$ cat config.mk
export PLATFORM = sky130hd
export DESIGN_NAME = alu_writeback_stage
export DESIGN_NICKNAME = d
export VERILOG_FILES = /design/src/rtl/alu_writeback_stage.sv
export SDC_FILE = /design/constraint.sdc
export NUM_CORES = 1
export LEC_CHECK = 0
export BUFFER_PORTS_ARGS = -buffer_cell sky130_fd_sc_hd__buf_4
export CORE_UTILIZATION = 40
export CTS_BUF_LIST = sky130_fd_sc_hd__clkbuf_2 sky130_fd_sc_hd__clkbuf_4 sky130_fd_sc_hd__clkbuf_8
export DETAILED_ROUTE_END_ITERATION = 6
export SLEW_MARGIN = 20
export SYNTH_ARGS = -nofsm -noshare
export SYNTH_HDL_FRONTEND = slang
export SYNTH_SLANG_ARGS = --single-unit
$ cat constraint.sdc
create_clock -name clk -period 3.4 [get_ports clk]
set_clock_uncertainty 0.1 [all_clocks]
set_input_delay 0.34 -clock clk [delete_from_list [all_inputs] [get_ports clk]]
set_output_delay 0.34 -clock clk [all_outputs]
set_load 0.05 [all_outputs]
$ cat src/rtl/alu_writeback_stage.sv
// ALU writeback stage: a small in-order buffer of pending register writes
// between the ALU and the register file, plus the architectural N/Z flags.
module alu_writeback_stage #(
  parameter int DEPTH = 2
) (
  input  logic        clk,
  input  logic        reset_n,
  input  logic        in_valid,
  output logic        in_ready,
  input  logic [31:0] result,
  input  logic        zero,
  input  logic        negative,
  input  logic [3:0]  dest_reg,
  input  logic        reg_write,
  input  logic        set_flags,
  output logic        wb_valid,
  input  logic        wb_ready,
  output logic [3:0]  wb_reg,
  output logic [31:0] wb_data,
  output logic        flag_n,
  output logic        flag_z,
  input  logic [3:0]  hz_reg,
  output logic        hz_pending
);

  localparam int PW = $clog2(DEPTH);
  localparam int CW = $clog2(DEPTH + 1);

  logic [PW-1:0] head_r;
  logic [PW-1:0] tail_r;
  logic [CW-1:0] count_r;
  logic [CW-1:0] count_nxt_s;
  logic          flag_n_r;
  logic          flag_z_r;
  logic [3:0]    ent_reg_r  [DEPTH];
  logic [31:0]   ent_data_r [DEPTH];

  logic          drain_s;
  logic          accept_s;
  logic          write_s;
  logic          hz_hit_s;
  logic [PW-1:0] off_s;

  assign wb_valid   = (count_r != {CW{1'b0}});
  assign drain_s    = wb_valid && wb_ready;
  // A full buffer still takes a new operation when the head leaves this cycle.
  assign in_ready   = (count_r < CW'(DEPTH)) || drain_s;
  assign accept_s   = in_valid && in_ready;
  assign write_s    = accept_s && reg_write;
  assign wb_reg     = ent_reg_r[head_r];
  assign wb_data    = ent_data_r[head_r];
  assign flag_n     = flag_n_r;
  assign flag_z     = flag_z_r;
  assign hz_pending = hz_hit_s;

  // Occupancy update from simultaneous write and drain.
  always_comb begin
    count_nxt_s = count_r;
    case ({write_s, drain_s})
      2'b10:   count_nxt_s = count_r + CW'(1);
      2'b01:   count_nxt_s = count_r - CW'(1);
      default: count_nxt_s = count_r;
    endcase
  end

  // Hazard lookup: an entry is live when its distance from head is below count.
  always_comb begin
    hz_hit_s = 1'b0;
    off_s    = {PW{1'b0}};
    for (int i = 0; i < DEPTH; i++) begin
      off_s = PW'(i) - head_r;
      if ((CW'(off_s) < count_r) && (ent_reg_r[i] == hz_reg)) begin
        hz_hit_s = 1'b1;
      end else begin
        hz_hit_s = hz_hit_s;
      end
    end
  end

  // Buffer pointers and occupancy.
  always_ff @(posedge clk or negedge reset_n) begin
    if (!reset_n) begin
      head_r  <= {PW{1'b0}};
      tail_r  <= {PW{1'b0}};
      count_r <= {CW{1'b0}};
    end else begin
      if (write_s) begin
        tail_r <= tail_r + PW'(1);
      end
      if (drain_s) begin
        head_r <= head_r + PW'(1);
      end
      count_r <= count_nxt_s;
    end
  end

  // Architectural flags follow every accepted flag-setting operation.
  always_ff @(posedge clk or negedge reset_n) begin
    if (!reset_n) begin
      flag_n_r <= 1'b0;
      flag_z_r <= 1'b0;
    end else if (accept_s && set_flags) begin
      flag_n_r <= negative;
      flag_z_r <= zero;
    end
  end

  // Entry storage carries no reset; liveness comes from head/count alone.
  always_ff @(posedge clk) begin
    if (write_s) begin
      ent_reg_r[tail_r]  <= dest_reg;
      ent_data_r[tail_r] <= result;
    end
  end

endmodule

======== After elaboration in Yosys (flattened, before gate mapping) ========
Memories as Yosys holds them, arrays and structs flattened.
Cells that the tools add are included.
word-level totals
  register bits after elaboration ......... 6
  memory bits (writable) .................. 72
  input port bits ......................... 48
  output and inout bits ................... 41
  logic and storage cells ................. 34
  memories kept ........................... 2
cells by class
  add/sub/neg operators ................... 6
  magnitude comparators ................... 3
  eq/ne operators ......................... 4
  mux-type cells .......................... 5
  reduce and logical (&&, ||, !) cells .... 9
memories
  name        depth  width  read ports  clocked after Yosys merged registers in  wr ports  line  source
  ent_data_r  2      32     1           0                                        1         36    logic [31:0] ent_data_r [DEPTH];
  ent_reg_r   2      4      3           0                                        1         35    logic [3:0] ent_reg_r [DEPTH];
operators with widths
  cell                   count
  $eq A4 B4 Y1           2
  $logic_and A1 B1 Y1    6
  $lt A1 B2 Y1           2
  $mux W1                4
  $pmux W2 S2            1
  $reduce_bool A2 Y1     2
  $add A1 B1 Y1 const B  2
  $add A2 B1 Y2 const B  1
  $eq A2 B1 Y1 const B   1
  $eq A2 B2 Y1 const B   1
  $lt A2 B2 Y1 const B   1
  $sub A1 B1 Y1 const A  2
  $sub A2 B1 Y2 const B  1
  $logic_or A1 B1 Y1     1

======== Longest topological paths before layout ========
Gate-level depths: netlist of the first run.
  depth in word-level cells ............... 7
  gate-level depth with buffers ........... 6
  gate-level depth less buffers ........... 6

======== Least setup slack after synthesis of the first run ========
Ideal clock, no wire load.
  path type ............................... reg2reg
  from .................................... register count_r[1]
  to ...................................... memory ent_data_r[0][0] (enable)
  setup time .............................. 0.429 ns
  arrival time ............................ 2.638 ns
  data required time ...................... 2.871 ns
  slack ................................... 0.232 ns
  stages on the path, launching flop included .. 4
  period minus slack after synthesis ...... 3.168 ns
  cells stage by stage .................... dfrtp_1 > nand2b_1 > nand3_1 > nor2_1
on the way
  longest elaborated chain between the ends .. 7
  elaborated cells between the ends (all ways) .. 8
RTL lines
  what                                                  line  source
  start, declared                                       31    logic [CW-1:0] count_r;
  start signal, assigned                                85    count_r <= {CW{1'b0}};
  start signal, assigned                                93    count_r <= count_nxt_s;
  branches (longest 2 deep; another with $lt A2 B2 Y1)  -
  $logic_or A1 B1 Y1 (*)                                47    assign in_ready = (count_r < CW'(DEPTH)) || drain_s;
  named net in_ready                                    9     output logic in_ready,
  $logic_and A1 B1 Y1 (*)                               48    assign accept_s = in_valid && in_ready;
  $logic_and A1 B1 Y1 (*)                               49    assign write_s = accept_s && reg_write;
  $mux W1 (*)                                           110   if (write_s) begin
  $mux W1 (implied by the code) (*)                     112   ent_data_r[tail_r] <= result;
  end, declared                                         36
Mark *: on every way through the listed nets, which the timed path passes.

======== Worst setup path after layout of the first run ========
  from .................................... register head_r
  to ...................................... output port wb_data[26]
on the way
  longest elaborated chain between the ends .. 1
RTL lines
  what                    line  source
  start, declared         29    logic [PW-1:0] head_r;
  start signal, assigned  83    head_r <= {PW{1'b0}};
  start signal, assigned  91    head_r <= head_r + PW'(1);
  $mem_v2 Z2 W32          -
  end, declared           19    output logic [31:0] wb_data,
No other way between the ends.

==> results of run 1 <==
## cell type report
cell class / count / area (um^2)
Multi-Input combinational cell: 67 / 759.5
Clock inverter: 7 / 167.7
Fill cell: 608 / 3169
Timing Repair Buffer: 94 / 708.2
Tap cell: 99 / 123.9
Clock buffer: 9 / 123.9
Sequential cell: 78 / 2313
Inverter: 1 / 3.754
## state kept, by name, indices dropped and copies added, names as in the netlist
register	flops
count_r	2
ent_reg_r	8
tail_r	1
head_r	1
ent_data_r	64
flag_z	1
flag_n	1
## per-stage QoR
step | cell area, um^2 | setup slack [ns] | hold WS [ns]
floorplan | 3105 | 0.2324 | -0.05559
global placement | 3899 | 1.255 | 0.05503
detailed placement | 3899 | 1.202 | 0.05381
CTS | 4200 | 0.8615 | 0.06731
global route | 4200 | 0.7409 | 0.05298
finish | 4200 | 0.9225 | 0.08617
## worst register-to-register path, stage by stage (launching register included)
cell	delay, ns
dfrtp_1	0.43
nand2b_1	0.13
nand3_1	0.25
nor2_4	0.62
buf_4	0.30
## layer usage
layer / vias to the layer above / routed length, um / GRT usage
met1: 789 / 2318 / 0.1738
met4: 0 / 57 / 0.06855
met5: - / 0 / 0
li1: 771 / - / -
met3: 8 / 222 / 0.03807
met2: 47 / 2868 / 0.2373
## report_power, final
group	total (W)	switching, W	internal, W
Sequential	0.00128	0.0000920	0.00119
Combinational	0.00147	0.000906	0.000560
Clock	0.000973	0.000332	0.000641
## layout by cell type, fill, tap and decap left out
cell           netlist  routed
and2_4               1       1
o22ai_1              1       1
o211ai_1             1       1
inv_6                0       2
or3_1                1       1
nand2b_1             1       1
edfxtp_1            72      72
dfrtp_1              6       5
ha_1                 1       1
nor2_1               3       1
buf_4                0      93
dfrtp_2              0       1
nor2_4               0       2
inv_1                1       1
bufinv_16            0       5
nand2_1              2       2
mux2_1               9       9
mux2_4              29      29
xnor2_1              9       9
clkbuf_8             0       9
or2_1                1       1
a21oi_1              1       1
dlygate4sd3_1        0       1
nand3_1              2       2
xor2_1               4       4
nor2b_1              1       1
## worst max-delay path by stage
stage | end | slack [ns] | cells past startpoint
after detailed placement | ent_data_r[0][30] | 1.20 | 5
after floorplan | ent_data_r[0][0] | 0.23 | 3
after global routing | hz_pending | 0.74 | 5
after global placement | ent_data_r[1][23] | 1.25 | 5
final | wb_data[26] | 0.92 | 3
after CTS | hz_pending | 0.86 | 5
## cells by family after synthesis
logic type,share of synthesized area
flops,0.7446
mux,0.1728
xor+xnor,0.03666
simple gates,0.02015
buf+inv,0.01571
compound gates,0.006044
fa+ha+maj,0.004028
==> results.md, run 1 <==
* Outcome: complete, no violations
* Post_cts resized at 0
* Ranking of synthesized cells by area: edfxtp_1 (70%), mux2_4 (14%), dfrtp_1 (4.8%)
* Mapped Cells at 150
* Synthesized Nets at 199
* Core area at 7370 um^2
* RSZ-0062 raised after global routing: false
* Worst Hold Launch: result[23]
* Vias in the first global route at 1725
* Sequential area share after synthesis at 0.7446
* CP Cell Sequence: buf_4 -> mux2_1 -> buf_4
* R2r endpoint: ent_data_r[0][7]
* Total die area at 8120 um^2
* Worst r2r src: count_r[1]
* Worst Path Required at 2.96 ns
* Final setup viols at 0
* Overflow after GRT at 0
* Die H at 90.11 um
* Initial Util at 0.4214
* Wire length per cell at 15.40 um
* Final min period at 2.478 ns
* Post-synth top cells: edfxtp_1 (72), mux2_4 (29), mux2_1 (9), xnor2_1 (9), dfrtp_1 (6)
* CTS tree: yes
* Final antenna-violating net count at 0
* Main synth FF type: edfxtp_1
* Register-to-Register Path Depth at 4
* #FFs+latches synth at 78
* Die width at 90.11 um
* # clock sinks at 78
* Placer Congestion at 0.6984
* Rows at 31
* Worst min-delay path category: in2reg
* Avg Cell Area, Syn at 20.70 um^2
* Startpoint types: flop
* Largest net degree at the start of global routing at 28
* Post-Place Cells at 338
* Worst-case clock buffer depth at 2
* FF-to-FF setup slack at 1.28 ns
* Vias at 1615
* Hold Buf Count CTS at 1
* Max-slew violations at 0
* Critical path peak fanout at 27
* Hpwl dp at 3.821 mm
* Pwr dens at 885.4 nW/um^2
* Ys Warns at 0
* Via density at 4.549
* Buf/Inv on CP at 2
* Max_slew headroom at 0.5360
* Fin nets at 300
* Area leader, netlist: edfxtp_1
* Crit Path Class: reg2out
* Count leader, synth: edfxtp_1
* Synth cell types at 20
* Area Overhead vs Synth at 35.25%
* Highest-delay cell along the critical path: dfrtp_2
* Worst path top cell family by delay: buffers and inverters
* Detailed Route Iter0 Violations at 66
* Core Util, Final at 0.5699
* Fraction of registers with async set/reset at 0.07692
* Routed WL at 5.467 mm
* Worst setup path start: head_r
* WHS Path Cells at 1
* Max Freq at 403.6 MHz
* Static leakage at 1.678 nW
* Antenna diodes at 0
* Power consumption at 0.003719 W
* Final hold vios at 0
* Pre-antenna DRT Iters at 4
* CP arrival at 2.04 ns
* CTS Root Cell: clkbuf_8
* Clk_lat worst skew at 0.33 ns
* Post-synth EDFFs at 72
* Synth Cell Area at 3105 um^2
* Initial antenna violation count at 0
* Max incr delay on CP at 0.61 ns
* Max IR drop VDD at 0.0003876 V
* Worst Tran Pin Value at 0.6944 ns
* Worst Hold End: ent_data_r[1][23]
* Gr usage total at 0.1432
* Share of cells above drive strength 1 at 0.5547
* Non-filler cells, final at 355
* Setup TNS at 0 ns
* Max_cap viols at 0
* CP dominant cell by count: buf_4
* DRC at 0
* Number of buffers added on ports at 88
* CP Capture Type: output pin
* Clk slew on worst S/H paths at 0.08 ns
* H-tree Lvls at 3
* First-pass GRT wire length at 8.618 mm
* Share of the synthesized area in the top cell type at 0.6962
* Num CTS Buffers at 9
* Post-CTS Setup Bufs at 0
* Io pins at 89
* Final period utilization at 0.7287
(Power assumes the default switching activity.)
==> inputs of run 2 (changes only) <==
- PLACE_DENSITY: unset -> 0.67
- clock period: 3.4 -> 2.2 ns (I/O delays scaled with it)
==> run 2 against run 1 <==
Via count increased by 7.6%. Register-to-register slack got worse by 0.91 ns. Sequential power increased by 55%. Sequential cell count unchanged. Final cell count increased by 10%. Highest routed layer unchanged. First-iteration DRC count increased by 1.5%. Largest power group unchanged. Utilization increased by 5.3 points.
==> results.md, run 2 (synthesized netlist as in run 1, its figures left out) <==
* Outcome: complete, no violations (unchanged)
* Worst path top cell family by delay: flip-flops (was buffers and inverters)
* CTS tree: yes (unchanged)
* Max reg flops at 64 (unchanged)
* Worst Tran Pin Value at 0.3434 ns (was 0.6944 ns)
* RSZ-0062 raised after global routing: false (unchanged)
* Vias at 1738 (was 1615)
* Biggest regs: ent_data_r x64, ent_reg_r x8, count_r x2 (unchanged)
* Cell internal pwr at 0.003672 W (was 0.002389 W)
* Max incr delay on CP at 0.56 ns (was 0.61 ns)
* Area of the multi-input gates at 762.0 um^2 (was 759.5 um^2)
* Most common cell after layout, fill and taps aside: buf_4 (unchanged)
* R2r endpoint: ent_data_r[1][11] (was ent_data_r[0][7])
* Highest-delay cell along the critical path: dfrtp_4 (was dfrtp_2)
* Worst r2r src: count_r[1] (unchanged)
* Clk slew on worst S/H paths at 0.08 ns (about the same)
* Layout fillers at 546 (was 608)
* Most frequent cells in the layout: buf_4 (89), edfxtp_1 (72), dlygate4sd3_1 (39) (was buf_4 (93), edfxtp_1 (72), mux2_4 (29))
* P_sw at 0.002085 W (was 0.001330 W)
* Via density at 4.434 (was 4.549)
* Clock power frac at 0.242 (was 0.262)
* Placer Congestion at 0.7213 (was 0.6984)
* Buf/Inv on CP at 1 (was 2)
* # clock sinks at 78 (unchanged)
* Share of cells above drive strength 1 at 0.4846 (was 0.5547)
* Max Freq at 490.7 MHz
* Number of buffers added on ports at 88 (unchanged)
* Static leakage at 1.831 nW (was 1.678 nW)
* Detailed Route Iter0 Violations at 67 (was 66)
* Fin nets at 337 (was 300)
* WHS Path Cells at 3 (was 1)
* Worst Path Required at 1.88 ns (was 2.96 ns)
* Reg area at 2316 um^2 (was 2313 um^2)
* Io pins at 89 (unchanged)
* Sequential power share at 0.344 (about the same)
* Die width at 90.11 um (unchanged)
* Clk_lat worst skew at 0.34 ns (was 0.33 ns)
* Register-to-Register Path Depth at 4 (unchanged)
* FF-to-FF setup slack at 0.37 ns (was 1.28 ns)
* Final min period at 2.038 ns
* Max_slew headroom at 0.7704 (was 0.5360)
* Initial Util at 0.4214 (unchanged)
* Total die area at 8120 um^2 (unchanged)
* Pre-CTS setup slack at 0.3740 ns (was 1.202 ns)
* Largest net degree at the start of global routing at 35 (was 28)
* DRC at 0 (unchanged)
* Max-slew violations at 0 (unchanged)
* CP Capture Type: output pin (unchanged)
* Top reg by flops: ent_data_r (unchanged)
* Core area at 7370 um^2 (unchanged)
* Final setup viols at 0 (unchanged)
* Worst-case clock buffer depth at 2 (unchanged)
* Gr usage total at 0.1520 (was 0.1432)
* Sw frac at 0.3621 (was 0.3576)
* Max IR drop VDD at 0.0006771 V (was 0.0003876 V)
* Final period utilization at 0.9263
* Rows at 31 (unchanged)
* Die H at 90.11 um (unchanged)
* H-tree Lvls at 3 (unchanged)
* Antenna diodes at 0 (unchanged)
* Crit Path Class: reg2out (unchanged)
* CP Cell Sequence: a21oi_1 -> or3_1 -> o22ai_1 -> buf_4 (was buf_4 -> mux2_1 -> buf_4)
* Final setup margin at 0.1621 ns (was 0.9225 ns)
* Routed WL at 5.773 mm (was 5.467 mm)
* First-pass GRT wire length at 9.177 mm (was 8.618 mm)
* Setup TNS at 0 ns (unchanged)
* Wire length per cell at 14.73 um (was 15.40 um)
* Comb pwr share at 0.415 (was 0.394)
* Startpoint types: flop (unchanged)
* Pre-antenna DRT Iters at 4 (unchanged)
* Power consumption at 0.005757 W (was 0.003719 W)
* Num CTS Buffers at 9 (unchanged)
* CTS Root Cell: clkbuf_8 (unchanged)
* Initial antenna violation count at 0 (unchanged)
* Critical path peak fanout at 12 (was 27)
* Max_cap viols at 0 (unchanged)
* Final antenna-violating net count at 0 (unchanged)
* Pwr dens at 1254 nW/um^2 (was 885.4 nW/um^2)
* Overflow after GRT at 0 (unchanged)
* Core Util, Final at 0.6228 (was 0.5699)
* Area Overhead vs Synth at 47.78% (was 35.25%)
* CP arrival at 1.72 ns (was 2.04 ns)
* Worst Hold End: head_r (was ent_data_r[1][23])
* Final hold vios at 0 (unchanged)
* Worst Hold Launch: wb_ready (was result[23])
* Worst min-delay path category: in2reg (unchanged)
* Vias in the first global route at 1870 (was 1725)
[run 2: changes by cell type in the layout (fill, tap and decap cells not counted), moves of 2 or more]
cell and delta:
buf_4 -4, inv_6 -2, buf_12 +3, dlygate4sd3_1 +38
[run 2: layer usage]
metal	GRT usage	vias to the layer above	share of wire
li1	-	846	-
met3	0.05838	8	0.059
met1	0.1893	820	0.44
met2	0.2462	64	0.49
met4	0.04435	0	0.011
met5	0	-	0
[run 2: area by class of cell]
cell class / instances / area share
Sequential cell: 78 / 0.5046
Multi-Input combinational cell: 67 / 0.1660
Clock buffer: 10 / 0.02863
Inverter: 1 / 0.0008179
Timing Repair Buffer: 131 / 0.2437
Tap cell: 99 / 0.02699
Clock inverter: 6 / 0.02917
[run 2: how the worst max path moves through the flow]
stage	slack [ns]	start	depth (start not counted)	end
finish	0.16	head_r	4	hz_pending
global route	0.03	head_r	4	hz_pending
CTS	0.06	head_r	4	hz_pending
detailed placement	0.37	count_r[1]	4	ent_data_r[1][30]
global placement	0.44	count_r[1]	4	ent_data_r[1][7]
floorplan	0.12	count_r[1]	3	ent_data_r[0][0]
[run 2: through the flow]
stage,std cells,cell area [um^2],hold slack [ns]
after global routing,392,4589,0.07656
after CTS,392,4587,0.07187
after global placement,337,3931,-0.06618
after detailed placement,337,3931,-0.06590
final,392,4589,0.09308
after floorplan,150,3123,-0.1756
[run 2: worst reg2reg max path: stages (launching register included)]
cell      delay [ns]
dfrtp_1         0.44
nand2b_2        0.11
nand3_1         0.27
nor2_4          0.34
buf_12          0.25
[run 2: power by group through the flow]
| stage | Combinational [W] | Clock, W | Sequential [W] |
|---|---|---|---|
| floorplan | 0.00177 | 0 | 0.00198 |
| global placement | 0.00234 | 0 | 0.00200 |
| detailed placement | 0.00235 | 0 | 0.00201 |
| CTS | 0.00242 | 0.00142 | 0.00198 |
| global route | 0.00250 | 0.00150 | 0.00200 |
| finish | 0.00239 | 0.00139 | 0.00198 |
[run 2: repair_timing]
| item | 4_1_cts | 5_1_grt |
|---|---|---|
| setup buffers | 0 | 0 |
| setup endpoints to repair | 0 | 1 |
| endpoints found under the hold margin | 80 | 0 |
| resized for setup | 0 | 1 |
| hold buffers | 39 | 0 |
